===== config.mk =====
export PLATFORM = sky130hd
export DESIGN_NAME = set_bit_scanner
export DESIGN_NICKNAME = d
export VERILOG_FILES = /design/src/rtl/set_bit_scanner_pkg.sv /design/src/rtl/set_bit_scanner_onehot_enc32.sv /design/src/rtl/set_bit_scanner.sv
export SDC_FILE = /design/constraint.sdc
export NUM_CORES = 1
export LEC_CHECK = 0
export ABC_AREA = 1
export CAP_MARGIN = 20
export CORE_ASPECT_RATIO = 1.1
export CORE_UTILIZATION = 44
export DETAILED_ROUTE_END_ITERATION = 8
export MAX_ROUTING_LAYER = met4
export PLACE_DENSITY = 0.77
export SYNTH_ARGS = -nofsm -noshare
export SYNTH_HDL_FRONTEND = slang
export SYNTH_SLANG_ARGS = --single-unit
export TNS_END_PERCENT = 100

===== constraint.sdc =====
create_clock -name clk -period 1.8 [get_ports clk]
set_clock_uncertainty 0.15 [all_clocks]
set_input_delay 0.18 -clock clk [delete_from_list [all_inputs] [get_ports clk]]
set_output_delay 0.18 -clock clk [all_outputs]
set_load 0.02 [all_outputs]

===== src/rtl/set_bit_scanner_pkg.sv =====
// set_bit_scanner_pkg: shared word/index widths and scanner FSM states
package set_bit_scanner_pkg;
  localparam int WIDTH = 32;
  localparam int IDXW = $clog2(WIDTH);
  typedef enum logic [0:0] {ST_IDLE = 1'b0, ST_SCAN = 1'b1} state_e;
endpackage


===== src/rtl/set_bit_scanner_onehot_enc32.sv =====
// onehot_enc32: combinational 32-to-5 one-hot to binary encoder
module onehot_enc32
  import set_bit_scanner_pkg::*;
(
  input  logic [WIDTH-1:0] onehot_i,
  output logic [IDXW-1:0]  idx_o
);
  always_comb begin
    idx_o = '0;
    for (int i = 0; i < WIDTH; i++) idx_o = idx_o | (onehot_i[i] ? IDXW'(i) : '0);
  end
endmodule


===== src/rtl/set_bit_scanner.sv =====
// set_bit_scanner: emits the set bits of each accepted word, lowest index first
module set_bit_scanner
  import set_bit_scanner_pkg::*;
(
  input  logic             clk,
  input  logic             rst_n,
  input  logic             in_valid,
  output logic             in_ready,
  input  logic [WIDTH-1:0] in_data,
  output logic             out_valid,
  input  logic             out_ready,
  output logic [WIDTH-1:0] out_onehot,
  output logic [IDXW-1:0]  out_idx,
  output logic             out_last,
  output logic             out_zero
);
  state_e state_q, state_d;
  logic [WIDTH-1:0] residue_q, residue_d;
  logic zero_q, zero_d;
  logic accept, xfer;
  assign in_ready   = state_q == ST_IDLE;
  assign out_valid  = state_q == ST_SCAN;
  assign out_onehot = residue_q & (-residue_q);
  assign out_last   = (residue_q & (residue_q - 1'b1)) == '0;
  assign out_zero   = out_valid & zero_q;
  assign accept     = in_valid & in_ready;
  assign xfer       = out_valid & out_ready;
  onehot_enc32 u_enc (
    .onehot_i(out_onehot),
    .idx_o   (out_idx)
  );
  // the final beat wipes residue so an idle scanner always presents zeros
  always_comb begin
    residue_d = accept ? in_data : xfer ? (out_last ? '0 : residue_q & ~out_onehot) : residue_q;
    zero_d    = accept ? (in_data == '0) : (xfer && out_last) ? 1'b0 : zero_q;
    state_d   = accept ? ST_SCAN : (xfer && out_last) ? ST_IDLE : state_q;
  end
  always_ff @(posedge clk or negedge rst_n)
    if (!rst_n) begin
      state_q   <= ST_IDLE;
      residue_q <= '0;
      zero_q    <= 1'b0;
    end else begin
      state_q   <= state_d;
      residue_q <= residue_d;
      zero_q    <= zero_d;
    end
endmodule


==> results of run 1 <==
metrics by stage:
step	TNS (ps)	hold slack, ps	cell area, um^2	utilization, %	total power (W)
floorplan	-938	-266	2920	-	0.00395
detailed placement	-20830	372	4900	80.0	0.00691
global placement	-20070	338	4900	80.0	0.00674
CTS	-14770	164	5420	88.5	0.00815
finish	-26640	173	5900	96.4	0.0103
global route	-29470	223	5900	96.4	0.0104
logic make-up (layout without fill, tap and decap cells):
logic type,count (synthesis),count (layout),synth area share [%]
DFF,34,34,30.6
buffers and inverters,92,336,12.6
AOI/OAI and AO/OA,44,44,12.3
and+or+nand+nor,272,272,44.4
path summary, 6_finish.rpt:
| check | endpoint |
|---|---|
| worst max-delay path | out_idx[3] |
| worst min-delay path | residue_q[23]$_DFFE_PN0P_ |
| worst max register to register | zero_q$_DFFE_PN0P_ |
| worst min register to register | zero_q$_DFFE_PN0P_ |
| max in group asynchronous | residue_q[13]$_DFFE_PN0P_ |
| min in group clk | residue_q[0]$_DFFE_PN0P_ |
cell type report:
class / instances / area (um^2) / share of cell area (%)
inverter: 82 / 318 / 5.39
multi-input combinational: 316 / 2300 / 39.0
tap: 80 / 100 / 1.70
clock inverter: 2 / 37.5 / 0.636
sequential: 34 / 853 / 14.5
timing repair buffer: 246 / 2210 / 37.5
clock buffer: 6 / 72.6 / 1.23
worst max-delay path: stages (launching register included):
cell and delay [ps]:
dfrtp_1 460, inv_1 140, nand2_1 80, nor2_1 340
nand2_1 180, nor2_1 210, nand2_2 130, buf_6 140
nor2_4 160, or3_4 180, nor2_2 50, nand4_1 90
buf_4 150
power groups by stage:
stage	Combinational (W)	Sequential, W	Clock, W
after floorplan	0.00247	0.00148	0
after global placement	0.00529	0.00144	0
after detailed placement	0.00545	0.00146	0
after CTS	0.00595	0.00147	0.000734
after global routing	0.00800	0.00166	0.000782
final	0.00786	0.00168	0.000761
per-layer routing:
metal | GRT usage (%) | wire (um) | vias to the layer above | share of wire [%]
met3 | 10.4 | 3270 | 340 | 16
met5 | - | 0 | - | 0
li1 | - | - | 1931 | -
met2 | 73.8 | 8690 | 663 | 41
met4 | 25.7 | 2600 | 0 | 12
met1 | 52.4 | 6480 | 2404 | 31
state kept, by name, indices dropped and copies added (netlist names):
register   count
zero_q         1
out_valid      1
residue_q     32
synthesized netlist by cell type:
| cell | n | area [um^2] |
|---|---|---|
| a21oi_1 | 1 | 5.00 |
| and2_1 | 1 | 6.26 |
| buf_4 | 1 | 7.51 |
| clkbuf_1 | 9 | 33.8 |
| clkinv_1 | 1 | 3.75 |
| clkinv_2 | 1 | 5.00 |
| dfrtp_1 | 34 | 851 |
| inv_1 | 77 | 289 |
| inv_2 | 3 | 11.3 |
| nand2_1 | 112 | 420 |
| nand2_2 | 9 | 56.3 |
| nand2_4 | 2 | 22.5 |
| nand3_1 | 25 | 125 |
| nand3_2 | 2 | 20.0 |
| nand4_1 | 10 | 62.6 |
| nor2_1 | 75 | 282 |
| nor2_2 | 10 | 62.6 |
| nor2_4 | 4 | 45.0 |
| nor3_1 | 9 | 45.0 |
| nor4_1 | 8 | 50.1 |
| nor4_2 | 1 | 12.5 |
| o2111ai_1 | 1 | 8.76 |
| o211ai_1 | 1 | 7.51 |
| o21ai_0 | 5 | 25.0 |
| o21ai_1 | 5 | 25.0 |
| o21ai_2 | 1 | 8.76 |
| o221ai_1 | 30 | 263 |
| or2_1 | 1 | 6.26 |
| or2_2 | 1 | 6.26 |
| or3_1 | 2 | 12.5 |
timing repair:
item / 4_1_cts / 5_1_grt
pin swaps: 24 / 32
gates resized for setup: 296 / 128
endpoints found under the setup margin: 44 / 53
hold buffers: 0 / 0
setup buffers: 16 / 14
==> results.yml, run 1 <==
status:
  violations: "DRC, setup timing"
  status: "finished, violations left"
drt:
  first_iter_violations: 1056
  num_vias: 5338
  drc: 116
  vias_per_cell: 6.97
  wirelength_um: 21000
  wl_per_cell_um: 27.5
  firstDrtPassIters: 9
  ant_nets: 0
final_layout:
  drive_gt1_share_pct: 55.7
  fin_nets: 721
  syn_to_final_growth_pct: 112
  final_common_cell: "buf_4"
  n_antenna_cell: 0
  final_cell_count_no_fill: 766
  most-common-layout-cells: "133 x buf_4, 77 x nand2_1, 70 x buf_6, 68 x inv_1"
  nFillCells: 131
synth:
  synth_warnings: 0
  ys_seq_area_share_pct: 30.6
  ys_types: 30
  ys_ff_latch: 34
  syn_area_mm2: 0.00278
  syn_area_per_cell_um2: 6.29
  synth_nets: 478
  syn_inst: 442
timing:
  timing.final.max_slew_violations: 0
  rsz0062_at_grt: "yes"
  setup_slack_ps: -1140
  fin_crit_ps: 2940
  min_period_over_period_pct: 163
  worst_pin_slew_ps: 554
  hold_viol: 0
  fmax_mhz: 341
  slew_headroom_pct: 63.0
  setup_viol: 59
placed_design:
  portBuffers: 76
  dp_hpwl_um: 9870
  place_ws_ps: -995
  placed_cells: 742
  place_congestion: 1.04
critical_path:
  rrSetupSlack_ps: -870
  reg2regPathDepth: 12
  start_kind: "flip-flop"
  crit_path_start: "residue_q[22]$_DFFE_PN0P_"
  crit_type: "reg2out"
  required_ps: 1470
  rr_startpoint: "residue_q[22]$_DFFE_PN0P_"
  cp_max_fo: 4
  end_kind: "output pin"
  arrival_ps: 2610
floorplan:
  num_rows: 30
  start_util_pct: 45.4
  dieHeight_um: 85.4
  core_mm2: 0.00612
  die_area_mm2: 0.00664
  ioPinCount: 77
  die_w_um: 77.8
global_route:
  grt_pass1_vias: 4304
  grt_usage_pct: 45.8
  antenna_found_initial: 0
  overflow: 0
  grt_pass1_wl_um: 22000
  grt_max_degree: 35
pwr:
  internal-power_w: 0.00472
  p_leak_nw: 2.95
  p_comb_share_pct: 76.3
  power_frac_clock_pct: 7.4
  p_seq_share_pct: 16.3
  pwr_density_cell_mw_per_mm2: 1740
  peakVddDrop_mv: 1.80
  p_sw_share_pct: 54.2
  p_sw_w: 0.00557
min_path:
  hold_path_class: "in2async"
clock_tree:
  cts_buffers: 5
  clkLatencyLatePin_ps: 310
  clockBufferDepth: 2
  clock-root-buffer: "clkbuf_8"
  clkTransAtPathRegs_ps: 80
  cts_tree: "done"
  cts.sinks: 34
  cts_max_level: 2
flow_run:
  drv_cap: 0
Power figures use the tool's default switching activity.
==> run 2, diff against run 1 <==
--- a/config.mk
+++ b/config.mk
@@ -8,10 +8,11 @@
 export ABC_AREA = 1
 export CAP_MARGIN = 20
 export CORE_ASPECT_RATIO = 1.1
-export CORE_UTILIZATION = 44
+export CORE_UTILIZATION = 58
 export DETAILED_ROUTE_END_ITERATION = 8
+export DONT_BUFFER_PORTS = 1
 export MAX_ROUTING_LAYER = met4
-export PLACE_DENSITY = 0.77
+export PLACE_DENSITY = 0.76
 export SYNTH_ARGS = -nofsm -noshare
 export SYNTH_HDL_FRONTEND = slang
 export SYNTH_SLANG_ARGS = --single-unit
==> run 2 against run 1 <==
Against the previous run:
- the run now fails in 4_1_cts
- synthesized cell count unchanged
- synthesized area stayed put
==> results.yml, run 2 <==
floorplan:
  die_w_um: 68.0
  num_rows: 26
  start_util_pct: 60.2
  ioPinCount: 77
  dieHeight_um: 74.6
placed_design:
  place_ws_ps: -579
  placed_area_mm2: 0.00411
  portBuffers: 0
  place_congestion: 1.01
  dp_hpwl_um: 9230
synth:
  synthFlopType: "dfrtp_1"
  synth_common_cells: "112 x nand2_1, 77 x inv_1, 75 x nor2_1, 34 x dfrtp_1, 30 x o221ai_1"
  yosys.area.top_type: "dfrtp_1"
  syn_inst: 442
  ys_types: 30
  synth_edf_count: 0
  ys_ff_latch: 34
  async_flop_share_pct: 100
  synth_top_cell_area_share_pct: 30.6
  synth_warnings: 0
  ys_seq_area_share_pct: 30.6
  syn_area_mm2: 0.00278
  yosysMostFrequentCell: "nand2_1"
  synth_nets: 478
  ys_top_cells_by_area: "dfrtp_1 31%, nand2_1 15%, inv_1 10%"
  syn_area_per_cell_um2: 6.29
clock_tree:
  clockBufferDepth: 2
  cts.sinks: 34
  clock-root-buffer: "clkbuf_8"
  post_cts_buffers: 17
  cts_resized: 117
  cts_buffers: 5
  cts_max_level: 2
  ctsHoldBuffers: 34
status:
  stop_stage: "4_1_cts"
  status: "aborted with a tool error"
  stop_error: "[ERROR DPL-0038] Utilization greater than 100%, impossible to legalize"
-- run 2: stage by stage --
stage / hold WS [ps] / cells
after floorplan: -266 / 442
after global placement: -265 / 642
after detailed placement: -265 / 642
-- run 2: kinds of logic after synthesis --
logic type             Yosys count  synth area share (%)
AOI/OAI and AO/OA               44                  12.3
buffers and inverters           92                  12.6
DFF                             34                  30.6
and+or+nand+nor                272                  44.4
==> run 3, diff against run 2 <==
--- a/config.mk
+++ b/config.mk
@@ -7,12 +7,10 @@
 export LEC_CHECK = 0
 export ABC_AREA = 1
 export CAP_MARGIN = 20
-export CORE_ASPECT_RATIO = 1.1
-export CORE_UTILIZATION = 58
+export CORE_UTILIZATION = 40
 export DETAILED_ROUTE_END_ITERATION = 8
 export DONT_BUFFER_PORTS = 1
-export MAX_ROUTING_LAYER = met4
-export PLACE_DENSITY = 0.76
+export PLACE_DENSITY_LB_ADDON = 0.15
 export SYNTH_ARGS = -nofsm -noshare
 export SYNTH_HDL_FRONTEND = slang
 export SYNTH_SLANG_ARGS = --single-unit
==> constraint.sdc (replaced) <==
create_clock -name clk -period 2.3 [get_ports clk]
set_clock_uncertainty 0.15 [all_clocks]
set_input_delay 0.23 -clock clk [delete_from_list [all_inputs] [get_ports clk]]
set_output_delay 0.23 -clock clk [all_outputs]
set_load 0.02 [all_outputs]
==> run 3 against run 2 <==
Against the previous run:
- the flow now finishes, with violations (setup timing)
==> results.yml, run 3 (synthesis gave the netlist of run 1 again) <==
status:
  status: "finished, violations left"
  violations: "setup timing"
clock_tree:
  clock-root-buffer: "clkbuf_8"
  clockBufferDepth: 2
  clkLatencyLatePin_ps: 290
  cts.sinks: 34
  cts_tree: "done"
  cts_max_level: 2
  cts_buffers: 5
  clkTransAtPathRegs_ps: 70
timing:
  rsz0062_at_grt: "yes"
  fmax_mhz: 388
  slew_headroom_pct: 56.0
  min_period_over_period_pct: 112
  setup_viol: 10
  fin_crit_ps: 2580
  timing.final.max_slew_violations: 0
  hold_viol: 0
  setup_slack_ps: -278
  tns_ps: -1120
  worst_pin_slew_ps: 655
final_layout:
  largest_register_ffs: 32
  most-common-layout-cells: "88 x nand2_1, 81 x buf_4, 75 x inv_1, 36 x nor2_1, 30 x nor2_2"
  syn_to_final_growth_pct: 62.8
  drive_gt1_share_pct: 45.4
  register_area_um2: 865
  final_cell_count_no_fill: 633
  n_antenna_cell: 0
  largest_register: "residue_q"
  fin_util_pct: 67.0
  nFillCells: 561
  fin_nets: 588
  multi_input_area_mm2: 0.00214
  final_common_cell: "nand2_1"
critical_path:
  cpMostUsedCell: "buf_6"
  required_ps: 1920
  worstPathCellList: "nor2_2 -> buf_6 -> nand2_4 -> nor2_4 -> buf_6 -> buf_6 -> nand3_4 -> nor2_4 -> or3_4 -> nor2_2 -> nand4_1"
  path_buf_inv: 3
  start_kind: "flip-flop"
  arrival_ps: 2200
  end_kind: "output pin"
  crit_family: "simple AND/OR/NAND/NOR gates"
  critPathMaxStageDelay_ps: 440
  cp_slowest_cell: "dfrtp_1"
  crit_type: "reg2out"
  cp_max_fo: 4
placed_design:
  place_congestion: 0.975
  portBuffers: 0
  place_ws_ps: -108
  dp_hpwl_um: 8180
  placed_cells: 575
global_route:
  grt_pass1_wl_um: 17400
  grt_util_met3_pct: 5.54
  antenna_found_initial: 0
  overflow: 0
  grt_usage_pct: 31.3
  top_usage_layer: "met2"
  use_met2_pct: 52.2
  grt_pass1_vias: 3425
  grt_max_degree: 35
  use_met1_pct: 41.2
flow_run:
  drv_cap: 0
floorplan:
  die_area_mm2: 0.00728
  dieHeight_um: 85.4
  die_w_um: 85.4
  start_util_pct: 41.1
  ioPinCount: 77
  core_mm2: 0.00676
  num_rows: 30
drt:
  drc: 0
  ant_nets: 0
  firstDrtPassIters: 5
  first_iter_violations: 231
  vias_per_cell: 5.70
  wl_per_cell_um: 18.3
  num_vias: 3610
  wirelength_um: 11600
pwr:
  power_w: 0.00585
  p_leak_nw: 2.27
  peakVddDrop_mv: 1.04
  pwr_density_cell_mw_per_mm2: 1290
min_path:
  hold_path_class: "in2reg"
==> run 3: worst paths after layout <==
check / cells past startpoint / slack, ps / end / startpoint
min in group asynchronous: 2 / 270 / residue_q[10]$_DFFE_PN0P_ / rst_n
worst max-delay path: 11 / -280 / out_idx[3] / residue_q[13]$_DFFE_PN0P_
worst min-delay path: 2 / 10 / residue_q[16]$_DFFE_PN0P_ / in_data[16]
worst min register to register: 2 / 370 / zero_q$_DFFE_PN0P_ / zero_q$_DFFE_PN0P_
worst max register to register: 14 / -50 / out_valid$_DFFE_PN0P_ / residue_q[7]$_DFFE_PN0P_
max in group asynchronous: 2 / 1520 / residue_q[23]$_DFFE_PN0P_ / rst_n
==> run 3: through the flow <==
stage | area, um^2 | hold slack, ps
global route | 4520 | 14.4
finish | 4520 | 10.8
floorplan | 2780 | -216
detailed placement | 3310 | -214
global placement | 3310 | -214
CTS | 4020 | 10.7
==> run 3: where the power goes <==
part | internal [W] | switching, W | total, W
combinational | 0.00154 | 0.00228 | 0.00382
sequential | 0.000898 | 0.000429 | 0.00133
clock | 0.000463 | 0.000239 | 0.000701
==> run 3: cell type report <==
cell class | instances | share of cell area (%)
inverters | 82 | 6.91
clock inverters | 2 | 1.33
well taps | 80 | 2.21
multi-input cells | 316 | 47.2
repair buffers | 113 | 21.4
clock buffers | 6 | 1.83
flip-flops and latches | 34 | 19.1
==> run 3: metal layers <==
metal  routed length, um  vias up
met5                   0        -
met4                 429        0
met3                 895       36
met2                5460      185
met1                4830     1737
li1                    -     1652
==> run 3: worst reg2reg max path, cell delays in order, from the launching register on <==
cell     delay [ps]
dfrtp_1         440
nor2_2          180
nand2_1          80
nor2_2          150
nand3_4         110
inv_1           110
nand2_1         150
nand2_2         120
nand4_1         140
buf_4           160
buf_4           120
nor2_2           90
nand3_2         110
nand3_1          80
nand2_1          50
==> run 3: timing repair <==
item	4_1_cts	5_1_grt
hold buffers	15	0
endpoints found under the hold margin	46	0
pin swaps	24	39
setup buffers	22	16
gates resized for setup	63	109
setup endpoints to repair	11	22
